## src/rtl/timer_counter_core_if.sv

```systemverilog
`default_nettype none
// ============================================================================
//  Module      : timer_counter_core_if
//  Description : Register-strobe, tick and status bundle between the register
//                decode / prescaler control (master) and the timer counter
//                core (slave).
//  Revision    : 1.0 - initial release
// ============================================================================
interface timer_counter_core_if #(
  parameter int CNT_W  = 64,
  parameter int DATA_W = 32
);
  logic              cnt_en;
  logic [DATA_W-1:0] wr_data;
  logic              wr_cnt_lo;
  logic              wr_cnt_hi;
  logic              wr_cmp_lo;
  logic              wr_cmp_hi;
  logic              int_en;
  logic              int_clr;
  logic              dbg_mode;
  logic              halt_req;
  logic [CNT_W-1:0]  cnt_out;
  logic [CNT_W-1:0]  cmp_out;
  logic              int_st;
  logic              tim_int;
  logic              halt_ack;

  modport master (
    output cnt_en, wr_data, wr_cnt_lo, wr_cnt_hi, wr_cmp_lo, wr_cmp_hi,
           int_en, int_clr, dbg_mode, halt_req,
    input  cnt_out, cmp_out, int_st, tim_int, halt_ack
  );

  modport slave (
    input  cnt_en, wr_data, wr_cnt_lo, wr_cnt_hi, wr_cmp_lo, wr_cmp_hi,
           int_en, int_clr, dbg_mode, halt_req,
    output cnt_out, cmp_out, int_st, tim_int, halt_ack
  );
endinterface
`default_nettype wire

```

## src/rtl/timer_counter_core.sv

```systemverilog
`default_nettype none
// ============================================================================
//  Module      : timer_counter_core
//  Description : 64-bit (CNT_W) timer count advanced by prescaler ticks, with
//                software-loadable count/compare halves, a sticky level-
//                sensitive compare-match status, interrupt line and a
//                registered debug-halt acknowledge.
//  Revision    : 1.0 - initial release
// ============================================================================
module timer_counter_core #(
  parameter int CNT_W  = 64,
  parameter int DATA_W = 32
) (
  input  wire                  sys_clk,
  input  wire                  sys_rst,
  timer_counter_core_if.slave  bus
);

  localparam logic [CNT_W-1:0] CNT_ONE = {{(CNT_W-1){1'b0}}, 1'b1};

  logic [CNT_W-1:0] cnt;
  logic [CNT_W-1:0] cmp;
  logic             int_st;
  logic             halt_ack;
  logic             match;

  // Equality on registered values; drives the status set one edge later.
  assign match = (cnt == cmp);

  // Count register: software load beats the tick (tick is dropped), else
  // full-width increment wrapping silently modulo 2^CNT_W.
  always_ff @(posedge sys_clk or posedge sys_rst) begin
    if (sys_rst) begin
      cnt <= '0;
    end else if (bus.wr_cnt_lo || bus.wr_cnt_hi) begin
      if (bus.wr_cnt_lo) cnt[31:0]       <= bus.wr_data[31:0];
      if (bus.wr_cnt_hi) cnt[CNT_W-1:32] <= bus.wr_data[CNT_W-33:0];
    end else if (bus.cnt_en) begin
      cnt <= cnt + CNT_ONE;
    end
  end

  // Compare register: each half loads independently from its own strobe.
  always_ff @(posedge sys_clk or posedge sys_rst) begin
    if (sys_rst) begin
      cmp <= '1;
    end else begin
      if (bus.wr_cmp_lo) cmp[31:0]       <= bus.wr_data[31:0];
      if (bus.wr_cmp_hi) cmp[CNT_W-1:32] <= bus.wr_data[CNT_W-33:0];
    end
  end

  // Sticky status: a match re-sets every cycle and wins over a same-cycle clear.
  always_ff @(posedge sys_clk or posedge sys_rst) begin
    if (sys_rst) begin
      int_st <= 1'b0;
    end else if (match) begin
      int_st <= 1'b1;
    end else if (bus.int_clr) begin
      int_st <= 1'b0;
    end
  end

  // Halt acknowledge follows the qualified request with one cycle of latency;
  // the counter itself is frozen by the prescaler withholding cnt_en.
  always_ff @(posedge sys_clk or posedge sys_rst) begin
    if (sys_rst) begin
      halt_ack <= 1'b0;
    end else begin
      halt_ack <= bus.halt_req & bus.dbg_mode;
    end
  end

  assign bus.cnt_out  = cnt;
  assign bus.cmp_out  = cmp;
  assign bus.int_st   = int_st;
  assign bus.tim_int  = bus.int_en & int_st;
  assign bus.halt_ack = halt_ack;

endmodule
`default_nettype wire

```

## src/flat_wrapper.sv

```systemverilog
// flat-port wrapper written by rule: the top's interface ports become plain ports
module timer_counter_core_flat 
#(
  parameter int CNT_W  = 64,
  parameter int DATA_W = 32
)
  (sys_clk, sys_rst, bus_cnt_en, bus_wr_data, bus_wr_cnt_lo, bus_wr_cnt_hi, bus_wr_cmp_lo, bus_wr_cmp_hi, bus_int_en, bus_int_clr, bus_dbg_mode, bus_halt_req, bus_cnt_out, bus_cmp_out, bus_int_st, bus_tim_int, bus_halt_ack);
  timer_counter_core_if #(.CNT_W(CNT_W), .DATA_W(DATA_W)) bus_i ();
  input  wire sys_clk;
  input  wire sys_rst;
  input wire logic [$bits(bus_i.cnt_en)-1:0] bus_cnt_en;
  input wire logic [$bits(bus_i.wr_data)-1:0] bus_wr_data;
  input wire logic [$bits(bus_i.wr_cnt_lo)-1:0] bus_wr_cnt_lo;
  input wire logic [$bits(bus_i.wr_cnt_hi)-1:0] bus_wr_cnt_hi;
  input wire logic [$bits(bus_i.wr_cmp_lo)-1:0] bus_wr_cmp_lo;
  input wire logic [$bits(bus_i.wr_cmp_hi)-1:0] bus_wr_cmp_hi;
  input wire logic [$bits(bus_i.int_en)-1:0] bus_int_en;
  input wire logic [$bits(bus_i.int_clr)-1:0] bus_int_clr;
  input wire logic [$bits(bus_i.dbg_mode)-1:0] bus_dbg_mode;
  input wire logic [$bits(bus_i.halt_req)-1:0] bus_halt_req;
  output wire logic [$bits(bus_i.cnt_out)-1:0] bus_cnt_out;
  output wire logic [$bits(bus_i.cmp_out)-1:0] bus_cmp_out;
  output wire logic [$bits(bus_i.int_st)-1:0] bus_int_st;
  output wire logic [$bits(bus_i.tim_int)-1:0] bus_tim_int;
  output wire logic [$bits(bus_i.halt_ack)-1:0] bus_halt_ack;
  assign bus_i.cnt_en = bus_cnt_en;
  assign bus_i.wr_data = bus_wr_data;
  assign bus_i.wr_cnt_lo = bus_wr_cnt_lo;
  assign bus_i.wr_cnt_hi = bus_wr_cnt_hi;
  assign bus_i.wr_cmp_lo = bus_wr_cmp_lo;
  assign bus_i.wr_cmp_hi = bus_wr_cmp_hi;
  assign bus_i.int_en = bus_int_en;
  assign bus_i.int_clr = bus_int_clr;
  assign bus_i.dbg_mode = bus_dbg_mode;
  assign bus_i.halt_req = bus_halt_req;
  assign bus_cnt_out = bus_i.cnt_out;
  assign bus_cmp_out = bus_i.cmp_out;
  assign bus_int_st = bus_i.int_st;
  assign bus_tim_int = bus_i.tim_int;
  assign bus_halt_ack = bus_i.halt_ack;
  timer_counter_core #(.CNT_W(CNT_W), .DATA_W(DATA_W)) u_core (.sys_clk(sys_clk), .sys_rst(sys_rst), .bus(bus_i));
endmodule
```

## config.mk

```make
export PLATFORM = sky130hd
export DESIGN_NAME = timer_counter_core_flat
export DESIGN_NICKNAME = d
export VERILOG_FILES = /design/src/rtl/timer_counter_core_if.sv /design/src/rtl/timer_counter_core.sv /design/src/flat_wrapper.sv
export SDC_FILE = /design/constraint.sdc
export NUM_CORES = 1
export LEC_CHECK = 0
export ABC_CLOCK_PERIOD_IN_PS = 12680
export CORE_MARGIN = 3
export CORE_UTILIZATION = 25
export CTS_CLUSTER_DIAMETER = 200
export DETAILED_ROUTE_END_ITERATION = 6
export DONT_BUFFER_PORTS = 1
export GPL_TIMING_DRIVEN = 0
export SYNTH_ARGS = -nofsm -noshare
export SYNTH_HDL_FRONTEND = slang
export SYNTH_SLANG_ARGS = --single-unit
export TNS_END_PERCENT = 5
```

## constraint.sdc

```tcl
create_clock -name sys_clk -period 12.68 [get_ports sys_clk]
set_clock_uncertainty 0.1 [all_clocks]
set_input_delay 1.902 -clock sys_clk [delete_from_list [all_inputs] [get_ports sys_clk]]
set_output_delay 1.902 -clock sys_clk [all_outputs]
set_load 0.005 [all_outputs]
```

# [Word level (Yosys, flattened, before mapping)]
# Index checks and enable logic that the tools add are counted.
[classes] n_addsub=1 n_mux=6 n_bitwise=2 eq_ne=3 n_reduce_logical=5
[op_table] op="2-to-1 mux 64 bit" n=2
[op_table] op="adder 64 x 1 -> 64 bit, second input constant" n=1
[op_table] op="== test 64 bit" n=1
[op_table] op="2-to-1 mux 32 bit" n=2
[op_table] op="inequality test 2 bit, second input constant" n=2
[op_table] op="AND reduction 2 bit" n=2
[op_table] op="nonzero test 2 bit" n=2
[op_table] op="bitwise AND 1 bit" n=2
[op_table] op="2-to-1 mux 1 bit" n=2
[op_table] op="logical OR 1 bit" n=1
[word_totals] regBits=130 wordCells=23 in_bits=43

# [Depth between registers and ports, before layout]
# Gate-level depths: netlist of the first run.
[depth] ltp_word=3 ltp_mapped=8 ltp_nobuf=7

# [Worst setup path after synthesis of the first run]
# No wires, ideal clock.
[synth_path] path_kind="input to output" startpoint="input port bus_int_en" endpoint="output port bus_tim_int" arrival_time_ps=2045 path_buffers=0 slack_ps=8633 path_stages=1 cell_sequence="and2_1"
[synth_between] elab_chain_cells=1
[synth_rtl] element="start, declared" line="flat_wrapper.sv:17" source="input wire logic [$bits(bus_i.int_en)-1:0] bus_int_en;"
[synth_rtl] element="bitwise AND 1 bit" line="timer_counter_core.sv:77" source="assign bus.tim_int = bus.int_en & int_st;"
[synth_rtl] element="end, declared" line="flat_wrapper.sv:24" source="output wire logic [$bits(bus_i.tim_int)-1:0] bus_tim_int;"
# No other way between the ends.

# [Worst setup path in the final report of the first run]
[layout_path] startpoint="input port bus_wr_cnt_lo" endpoint="register u_core.cnt[54], in the netlist u_core.bus.cnt_out[54]"
[layout_between] elab_chain_cells=3
[layout_rtl] element="start, declared" line="flat_wrapper.sv:13" source="input wire logic [$bits(bus_i.wr_cnt_lo)-1:0] bus_wr_cnt_lo;"
[layout_rtl] element="logical OR 1 bit *" line="timer_counter_core.sv:35" source="end else if (bus.wr_cnt_lo || bus.wr_cnt_hi) begin"
[layout_rtl] element="inequality test 2 bit (no source line) or nonzero test 2 bit (tied branches)"
[layout_rtl] element="AND reduction 2 bit (no source line)"
[layout_rtl] element="end signal, assigned by index" line="timer_counter_core.sv:37" source="if (bus.wr_cnt_hi) cnt[CNT_W-1:32] <= bus.wr_data[CNT_W-33:0];"
[layout_rtl] element="end signal, assigned" line="timer_counter_core.sv:39" source="cnt <= cnt + CNT_ONE;"
[layout_rtl] element="end, declared" line="timer_counter_core.sv:21" source="logic [CNT_W-1:0] cnt;"
# Every way passes the cells marked *; elsewhere a longest branch is shown, timed or not.
# A chain may end at the register's enable or synchronous reset.

==> flow_metrics.env, run 1 <==
export IMPL_status="finished clean"
export IMPL_p_sw_share_pct=29.9
export IMPL_ir_worst_vdd_mv=0.0750
export IMPL_worst_pin_slew_ps=1350
export IMPL_synth_nets=719
export IMPL_syn_avg_cell_area_sq_um=10.5
export IMPL_ys_ff_latch=130
export IMPL_fin_setup_tns_ps=0
export IMPL_start_util_pct=25.5
export IMPL_required_ps=12870
export IMPL_clkPwrFrac_pct=42.3
export IMPL_core_sq_um=27900
export IMPL_drt_first_pass_iters=5
export IMPL_fmax_ghz=0.241
export IMPL_grt_start_max_net_pins=69
export IMPL_cap_violations=0
export IMPL_gp_congestion=0.953
export IMPL_ys_seq_area_share_pct=47.0
export IMPL_instances_no_fill=1086
export IMPL_synth_compound_area_share_pct=7.26
export IMPL_p_comb_share_pct=13.6
export IMPL_rr_worst_depth=6
export IMPL_clkLatencyLatePin_ps=440
export IMPL_syn_inst=675
export IMPL_nNetsFinal=739
export IMPL_cts_buffers=17
export IMPL_synthXorXnorAreaFrac_pct=12.3
export IMPL_antenna_found_initial=0
export IMPL_globalRouteOverflowTotal=0
export IMPL_min_from="u_core.bus.int_st"
export IMPL_endpoint_kind="flip-flop"
export IMPL_p_int_mw=0.872
export IMPL_final_hold_viol_count=0
export IMPL_route_vias_total=5607
export IMPL_drc=0
export IMPL_yosys_mux_area_fraction_pct=11.9
export IMPL_dieHeight_microns=175
export IMPL_wire_per_inst_microns=26.8
export IMPL_hold_end="u_core.bus.int_st"
export IMPL_reg2reg_setup_slack_ps=9560
export IMPL_cp_startpoint="bus_wr_cnt_lo"
export IMPL_cts_reportedPaths_clkPinSlew_ps=60
export IMPL_cts_buffer_depth=2
export IMPL_yosys_warnings=0
export IMPL_postCtsSetupRepairBufs=0
export IMPL_critPathKind="in -> reg"
export IMPL_grt_pass1_wl_microns=41500
export IMPL_switchingPower_mw=0.372
export IMPL_synth_top_family_by_area="simple AND/OR/NAND/NOR gates"
export IMPL_place_inst=1054
export IMPL_p_leak_nw=2.96
export IMPL_routed_via_density=5.16
export IMPL_dp_hpwl_microns=22600
export IMPL_seq_power_share_pct=44.2
export IMPL_slew_violations=0
export IMPL_synth_area_sq_um=7100
export IMPL_cp_arrival_ps=4340
export IMPL_cts_tree="built"
export IMPL_slew_headroom_pct=8.89
export IMPL_r2r_start="u_core.bus.cnt_out[4]"
export IMPL_cts_max_level=4
export IMPL_postLayoutCellArea_sq_um=8230
export IMPL_hold_depth=2
export IMPL_ios=174
export IMPL_postPlaceCellArea_sq_um=7600
export IMPL_synthSimpleGateAreaFrac_pct=18.9
export IMPL_fp_row_count=61
export IMPL_cts_hold_buf=0
export IMPL_cts_resized=0
export IMPL_critPathMaxFanout=8
export IMPL_finalCritPeriodShare_pct=32.7
export IMPL_cts_root_buf="clkbuf_16"
export IMPL_n_antenna_cell=0
export IMPL_drtIter0Drc=445
export IMPL_synthToLayoutAreaGrowth_pct=15.9
export IMPL_port_buffers=0
export IMPL_final_layout_size_suffix_gt1_share_pct=27.8
export IMPL_cts_sinks=130
export IMPL_setup_violations=0
export IMPL_synth_cell_type_count=58
export IMPL_p_per_area_nw_per_um2=151
export IMPL_ant_nets=0
export IMPL_p_total_mw=1.24
export IMPL_grt_setup_unrepaired="false"
export IMPL_r2r_end="u_core.bus.cnt_out[59]"
export IMPL_async_flop_share_pct=100
export IMPL_finalWirelength_microns=29100
export IMPL_synth_edf_count=0
export IMPL_grt_pass1_vias=5687
export IMPL_setup_worst_path_start_class="input pin"
export IMPL_synthAdderAreaFrac_pct=0.176
export IMPL_die_w_microns=175
export IMPL_min_path_type="reg -> reg"
export IMPL_die_area_sq_um=30500
export IMPL_fin_crit_ps=4140
export IMPL_synthFlopType="dfrtp_1"
export IMPL_track_usage_pct=18.9
## metrics by stage
stage	util (%)	setup slack [ps]	hold WS, ps
CTS	29.5	8630	479
detailed placement	27.3	8190	468
floorplan	-	7310	422
finish	29.5	8540	481
global placement	27.2	5560	468
global route	29.5	8390	531
## cell type report
type	count	area, sq um
clock buffer	21	470
clock inverter	11	151
tap	378	473
multi-input combinational	504	3590
buffer	30	134
inverter	11	46.3
fill	2897	19600
timing repair buffer	1	27.5
sequential	130	3330
## worst max path at each step
| stage | endpoint | slack, ps | cells past startpoint |
|---|---|---|---|
| final | u_core.bus.cnt_out[54] | 8540 | 6 |
| after global routing | u_core.bus.cnt_out[54] | 8390 | 6 |
| after CTS | bus_tim_int | 8630 | 1 |
| after floorplan | u_core.bus.cnt_out[0] | 7310 | 1 |
| after detailed placement | u_core.bus.cnt_out[62] | 8190 | 6 |
| after global placement | u_core.bus.cnt_out[7] | 5560 | 1 |
## routing by layer
metal | wire length (microns) | vias to the layer above | GRT usage (%) | share of wire [%]
met1 | 11800 | 2865 | 23.9 | 41
met5 | 0 | - | 0 | 0
li1 | - | 2473 | - | -
met3 | 2840 | 26 | 6.84 | 9.8
met2 | 13900 | 243 | 30.4 | 48
met4 | 497 | 0 | 5.19 | 1.7
## registers in the layout, indices dropped and copies added (netlist names)
register             count
u_core.bus.cnt_out      64
u_core.bus.int_st        1
u_core.bus.cmp_out      64
u_core.bus.halt_ack      1
## placed cells by master, fill, tap and decap left out, types with 3 or more instances in the layout
master and count:
buf_1 6, a211oi_1 8, clkinv_4 3, mux2_2 73, a31oi_1 4, nor2_1 41
or3_1 3, inv_6 3, a21oi_1 9, xnor2_1 83, a22oi_1 4, nor3_1 22
nand4_1 29, nor4_1 18, buf_2 3, bufinv_16 3, clkbuf_8 3, and3_1 13
nand2b_1 4, o21ai_0 38, and2_1 6, inv_1 9, a221oi_1 4, nand3_1 27
clkbuf_1 18, a311oi_1 4, xor2_1 17, nand2_1 58, clkbuf_16 17, dfstp_2 64
dfrtp_1 66, and4_1 3
## critical path, cell delays in order
cell and delay, ps:
clkbuf_1 230, nor2_1 630, nand2_1 430, or3_1 590, nor3_1 410, a211oi_1 150
## synth_stat cells (3+ instances only)
master / n / share of area [%]
xnor2_1: 83 / 10
mux2_2: 73 / 12
dfrtp_1: 66 / 23
dfstp_2: 64 / 24
nand2_1: 58 / 3.1
nor2_1: 41 / 2.2
o21ai_0: 38 / 2.7
nand4_1: 29 / 2.6
nand3_1: 27 / 1.9
nor3_1: 22 / 1.6
nor4_1: 18 / 1.6
clkbuf_1: 17 / 0.90
xor2_1: 17 / 2.1
and3_1: 13 / 1.1
inv_1: 10 / 0.53
a21oi_1: 9 / 0.63
a211oi_1: 8 / 0.85
and2_1: 6 / 0.53
buf_1: 6 / 0.32
a221oi_1: 4 / 0.49
a22oi_1: 4 / 0.42
a311oi_1: 4 / 0.49
a31oi_1: 4 / 0.35
nand2b_1: 4 / 0.35
and4_1: 3 / 0.37
buf_2: 3 / 0.21
or3_1: 3 / 0.26
## power by group through the flow
stage / Combinational, mW / Sequential, mW / Clock (mW)
3_5_place_dp: 0.167 / 0.559 / 0
3_3_place_gp: 0.164 / 0.557 / 0
2_1_floorplan: 0.116 / 0.527 / 0
6_report: 0.169 / 0.549 / 0.525
5_1_grt: 0.181 / 0.559 / 0.550
4_1_cts: 0.168 / 0.552 / 0.532
## cells by family after synthesis
kind of cell             Yosys count
AO/OA/AOI/OAI                     82
buffers and inverters             41
multiplexers                      75
AND/OR/NAND/NOR                  246
XOR/XNOR                         100
flip-flops                       130
adder cells (fa/ha/maj)            1
(Power assumes the default switching activity.)
==> inputs of run 2 (changes only) <==
Settings changed: ABC_CLOCK_PERIOD_IN_PS 12680 to 3600.
Clock period 12.68 ns to 3.6 ns, I/O delays scaled along.
==> flow_metrics.env, run 2 (synthesized netlist as in run 1, its figures left out) <==
export IMPL_track_usage_pct=18.9
export IMPL_p_per_area_nw_per_um2=511
export IMPL_cts_max_level=4
export IMPL_instances_no_fill=1089
export IMPL_core_sq_um=27900
export IMPL_ios=174
export IMPL_dieHeight_microns=175
export IMPL_postLayoutCellArea_sq_um=8200
export IMPL_clkLatencyLatePin_ps=430
export IMPL_die_w_microns=175
export IMPL_globalRouteOverflowTotal=0
export IMPL_required_ps=3810
export IMPL_fp_row_count=61
export IMPL_final_hold_viol_count=0
export IMPL_setup_worst_path_start_class="flip-flop"
export IMPL_ir_worst_vdd_mv=0.251
export IMPL_grt_start_max_net_pins=39
export IMPL_worst_pin_slew_ps=1390
export IMPL_min_from="bus_int_clr"
export IMPL_status="finished clean"
export IMPL_fmax_ghz=0.319
export IMPL_cts_resized=0
export IMPL_routed_via_density=5.24
export IMPL_wire_per_inst_microns=26.8
export IMPL_antenna_found_initial=0
export IMPL_final_common_cell="xnor2_1"
export IMPL_endpoint_kind="flip-flop"
export IMPL_ant_nets=0
export IMPL_min_path_type="in -> reg"
export IMPL_cp_arrival_ps=3340
export IMPL_final_layout_size_suffix_gt1_share_pct=27.8
export IMPL_critPathKind="reg -> reg"
export IMPL_cap_violations=0
export IMPL_cts_tree="built"
export IMPL_route_vias_total=5711
export IMPL_slew_violations=0
export IMPL_cts_root_buf="clkbuf_16"
export IMPL_finalCritPeriodShare_pct=87.0
export IMPL_start_util_pct=25.5
export IMPL_critPathMaxFanout=10
export IMPL_grt_setup_unrepaired="false"
export IMPL_cts_buffers=17
export IMPL_p_leak_nw=2.93
export IMPL_drt_first_pass_iters=6
export IMPL_nNetsFinal=742
export IMPL_r2r_start="u_core.bus.cnt_out[0]"
export IMPL_die_area_sq_um=30500
export IMPL_fin_crit_ps=3130
export IMPL_fin_setup_tns_ps=0
export IMPL_synthToLayoutAreaGrowth_pct=15.5
export IMPL_cts_sinks=130
export IMPL_slew_headroom_pct=6.50
export IMPL_final_cell_mix="xnor2_1 (83), mux2_2 (73), dfrtp_1 (66)"
export IMPL_gp_congestion=0.940
export IMPL_drtIter0Drc=511
export IMPL_n_antenna_cell=0
export IMPL_cts_buffer_depth=2
export IMPL_cp_startpoint="u_core.bus.cnt_out[0]"
export IMPL_finalWirelength_microns=29200
export IMPL_postPlaceCellArea_sq_um=7640
export IMPL_final_core_util_pct=29.4
export IMPL_grt_pass1_wl_microns=41900
export IMPL_rr_worst_depth=8
export IMPL_setup_violations=0
export IMPL_grt_pass1_vias=5731
export IMPL_drc=0
export IMPL_hold_depth=1
export IMPL_nFillCells=2902
export IMPL_dp_hpwl_microns=22900
export IMPL_port_buffers=0
export IMPL_place_inst=1056
export IMPL_cts_reportedPaths_clkPinSlew_ps=60
-- run 2: repair_timing --
action,CTS,global route
hold buffers,1,0
setup endpoints to repair,0,0
buffers inserted,0,0
hold endpoints to repair,6,0
-- run 2: final timing paths --
check | endpoint | slack, ps
setup / recovery | u_core.bus.cnt_out[52] | 470
hold / removal | u_core.bus.int_st | 120
setup reg to reg | u_core.bus.cnt_out[52] | 470
hold reg to reg | u_core.bus.int_st | 470
max in group asynchronous | u_core.bus.cmp_out[61] | 1950
min in group asynchronous | u_core.bus.int_st | 540
-- run 2: through the flow --
step	power, mW	setup WS [ps]	hold slack (ps)
2_1_floorplan	2.27	1380	422
3_5_place_dp	2.56	429	388
3_3_place_gp	2.54	428	461
4_1_cts	4.23	556	104
5_1_grt	4.37	378	124
6_report	4.19	468	120
-- run 2: critical path, stage by stage, from the launching register on --
cell and delay (ps):
dfrtp_1 510, ha_1 280, nand2_1 120, nor3_4 460
nand3_1 270, buf_2 280, nor4_1 630, nor3b_1 100
a211o_1 250
-- run 2: area by class of cell --
class | count | area (sq um) | share of cell area (%)
timing repair buffer | 4 | 70.1 | 0.854
multi-input combinational | 504 | 3590 | 43.8
tap | 378 | 473 | 5.77
buffer | 30 | 134 | 1.63
inverter | 11 | 45.0 | 0.549
sequential | 130 | 3330 | 40.6
clock buffer | 20 | 447 | 5.45
clock inverter | 12 | 110 | 1.34
-- run 2: power by group --
part / leakage (nW) / switching, mW / internal, mW
Clock: 0.262 / 0.691 / 0.968
Combinational: 1.21 / 0.340 / 0.263
Sequential: 1.45 / 0.269 / 1.66
-- run 2: per-layer routing --
metal  track usage, %  share of wire (%)  vias to the layer above
li1                 -                  -                     2489
met1             24.1                 41                     2941
met2             31.0                 48                      254
met4             3.92                1.2                        0
met3             7.06                9.4                       27
met5                0                  0                        -
==> inputs of run 3 (changes only) <==
Settings changed: CORE_ASPECT_RATIO from default to 0.8, GPL_ROUTABILITY_DRIVEN from default to 1.
==> flow_metrics.env, run 3 (synthesized netlist as in run 1, its figures left out) <==
export IMPL_required_ps=3820
export IMPL_grt_setup_unrepaired="false"
export IMPL_p_per_area_nw_per_um2=562
export IMPL_cts_reportedPaths_clkPinSlew_ps=70
export IMPL_endpoint_kind="flip-flop"
export IMPL_final_cell_mix="xnor2_1 (83), mux2_2 (73), dfrtp_1 (66)"
export IMPL_critPathMaxFanout=10
export IMPL_status="finished clean"
export IMPL_finalCritPeriodShare_pct=89.5
export IMPL_grt_start_max_net_pins=40
export IMPL_fp_row_count=54
export IMPL_drt_first_pass_iters=6
export IMPL_final_core_util_pct=30.2
export IMPL_postCtsSetupRepairBufs=0
export IMPL_dp_hpwl_microns=23200
export IMPL_slew_headroom_pct=42.2
export IMPL_worst_pin_slew_ps=864
export IMPL_cts_resized=0
export IMPL_ant_nets=0
export IMPL_slew_violations=0
export IMPL_cp_arrival_ps=3440
export IMPL_setup_violations=0
export IMPL_die_area_sq_um=30500
export IMPL_port_buffers=0
export IMPL_cts_buffer_depth=2
export IMPL_core_sq_um=27600
export IMPL_cts_hold_buf=0
export IMPL_route_vias_total=5757
export IMPL_ir_worst_vdd_mv=0.332
export IMPL_final_layout_size_suffix_gt1_share_pct=28.3
export IMPL_setup_worst_path_start_class="flip-flop"
export IMPL_cts_tree="built"
export IMPL_drtIter0Drc=602
export IMPL_cap_violations=0
export IMPL_ios=174
export IMPL_grt_pass1_wl_microns=42600
export IMPL_synthToLayoutAreaGrowth_pct=17.6
export IMPL_cts_root_buf="clkbuf_16"
export IMPL_min_path_type="in -> async"
export IMPL_start_util_pct=25.7
export IMPL_drc=0
export IMPL_wire_per_inst_microns=27.6
export IMPL_cts_buffers=17
export IMPL_instances_no_fill=1074
export IMPL_grt_pass1_vias=5661
export IMPL_postLayoutCellArea_sq_um=8350
export IMPL_place_inst=1042
export IMPL_fin_crit_ps=3220
export IMPL_finalWirelength_microns=29600
export IMPL_cts_sinks=130
export IMPL_dieHeight_microns=157
export IMPL_final_common_cell="xnor2_1"
export IMPL_cts_max_level=4
export IMPL_routed_via_density=5.36
export IMPL_critPathKind="reg -> reg"
export IMPL_antenna_found_initial=0
export IMPL_postPlaceCellArea_sq_um=7630
export IMPL_die_w_microns=194
export IMPL_track_usage_pct=19.4
export IMPL_p_total_mw=4.69
export IMPL_fmax_ghz=0.310
export IMPL_final_hold_viol_count=0
export IMPL_clkLatencyLatePin_ps=440
export IMPL_n_antenna_cell=0
export IMPL_gp_congestion=0.932
export IMPL_nNetsFinal=741
export IMPL_nFillCells=2837
export IMPL_p_leak_nw=3.01
export IMPL_globalRouteOverflowTotal=0
export IMPL_fin_setup_tns_ps=0
-- run 3: final cells by class --
cell class | count | area [sq um] | share of cell area [%]
tap | 364 | 455 | 5.45
multi-input combinational | 504 | 3600 | 43.1
clock buffer | 20 | 467 | 5.59
inverter | 11 | 45.0 | 0.539
sequential | 130 | 3330 | 39.9
timing repair buffer | 3 | 67.6 | 0.809
clock inverter | 12 | 251 | 3.01
buffer | 30 | 134 | 1.60
-- run 3: metal layers --
metal / global-route usage [%] / vias up / routed length (microns)
met3: 7.49 / 37 / 3560
li1: - / 2473 / -
met4: 4.00 / 2 / 388
met5: 3.55 / - / 151
met2: 27.8 / 327 / 12500
met1: 27.5 / 2918 / 13000
-- run 3: worst max-delay path, stage by stage (launching register included) --
cell	delay, ps
dfrtp_1	520
ha_1	310
nand2_1	140
nor3_4	450
nand3_1	240
buf_2	270
nor4_1	700
nor3b_1	120
a211o_1	260
-- run 3: final timing paths --
kind,cells past startpoint,slack [ps],endpoint,start
worst min register to register,2,460,u_core.bus.int_st,u_core.bus.int_st
min in group sys_clk,1,100,u_core.bus.int_st,bus_int_clr
worst min-delay path,1,30,u_core.bus.cnt_out[57],sys_rst
worst max register to register,8,380,u_core.bus.cnt_out[52],u_core.bus.cnt_out[0]
max in group asynchronous,3,2440,u_core.bus.cmp_out[38],sys_rst
worst max-delay path,8,380,u_core.bus.cnt_out[52],u_core.bus.cnt_out[0]
-- run 3: per-stage QoR --
stage          worst slack (ps)  hold WS (ps)
5_1_grt                     283          66.2
3_3_place_gp                444           447
2_1_floorplan              1380           422
4_1_cts                     533          39.5
3_5_place_dp                475           453
6_report                    378          25.1
-- run 3: where the power goes --
part / switching (mW) / total (mW) / internal (mW)
registers: 0.271 / 1.93 / 1.66
clock network: 0.720 / 2.15 / 1.43
logic: 0.346 / 0.609 / 0.263
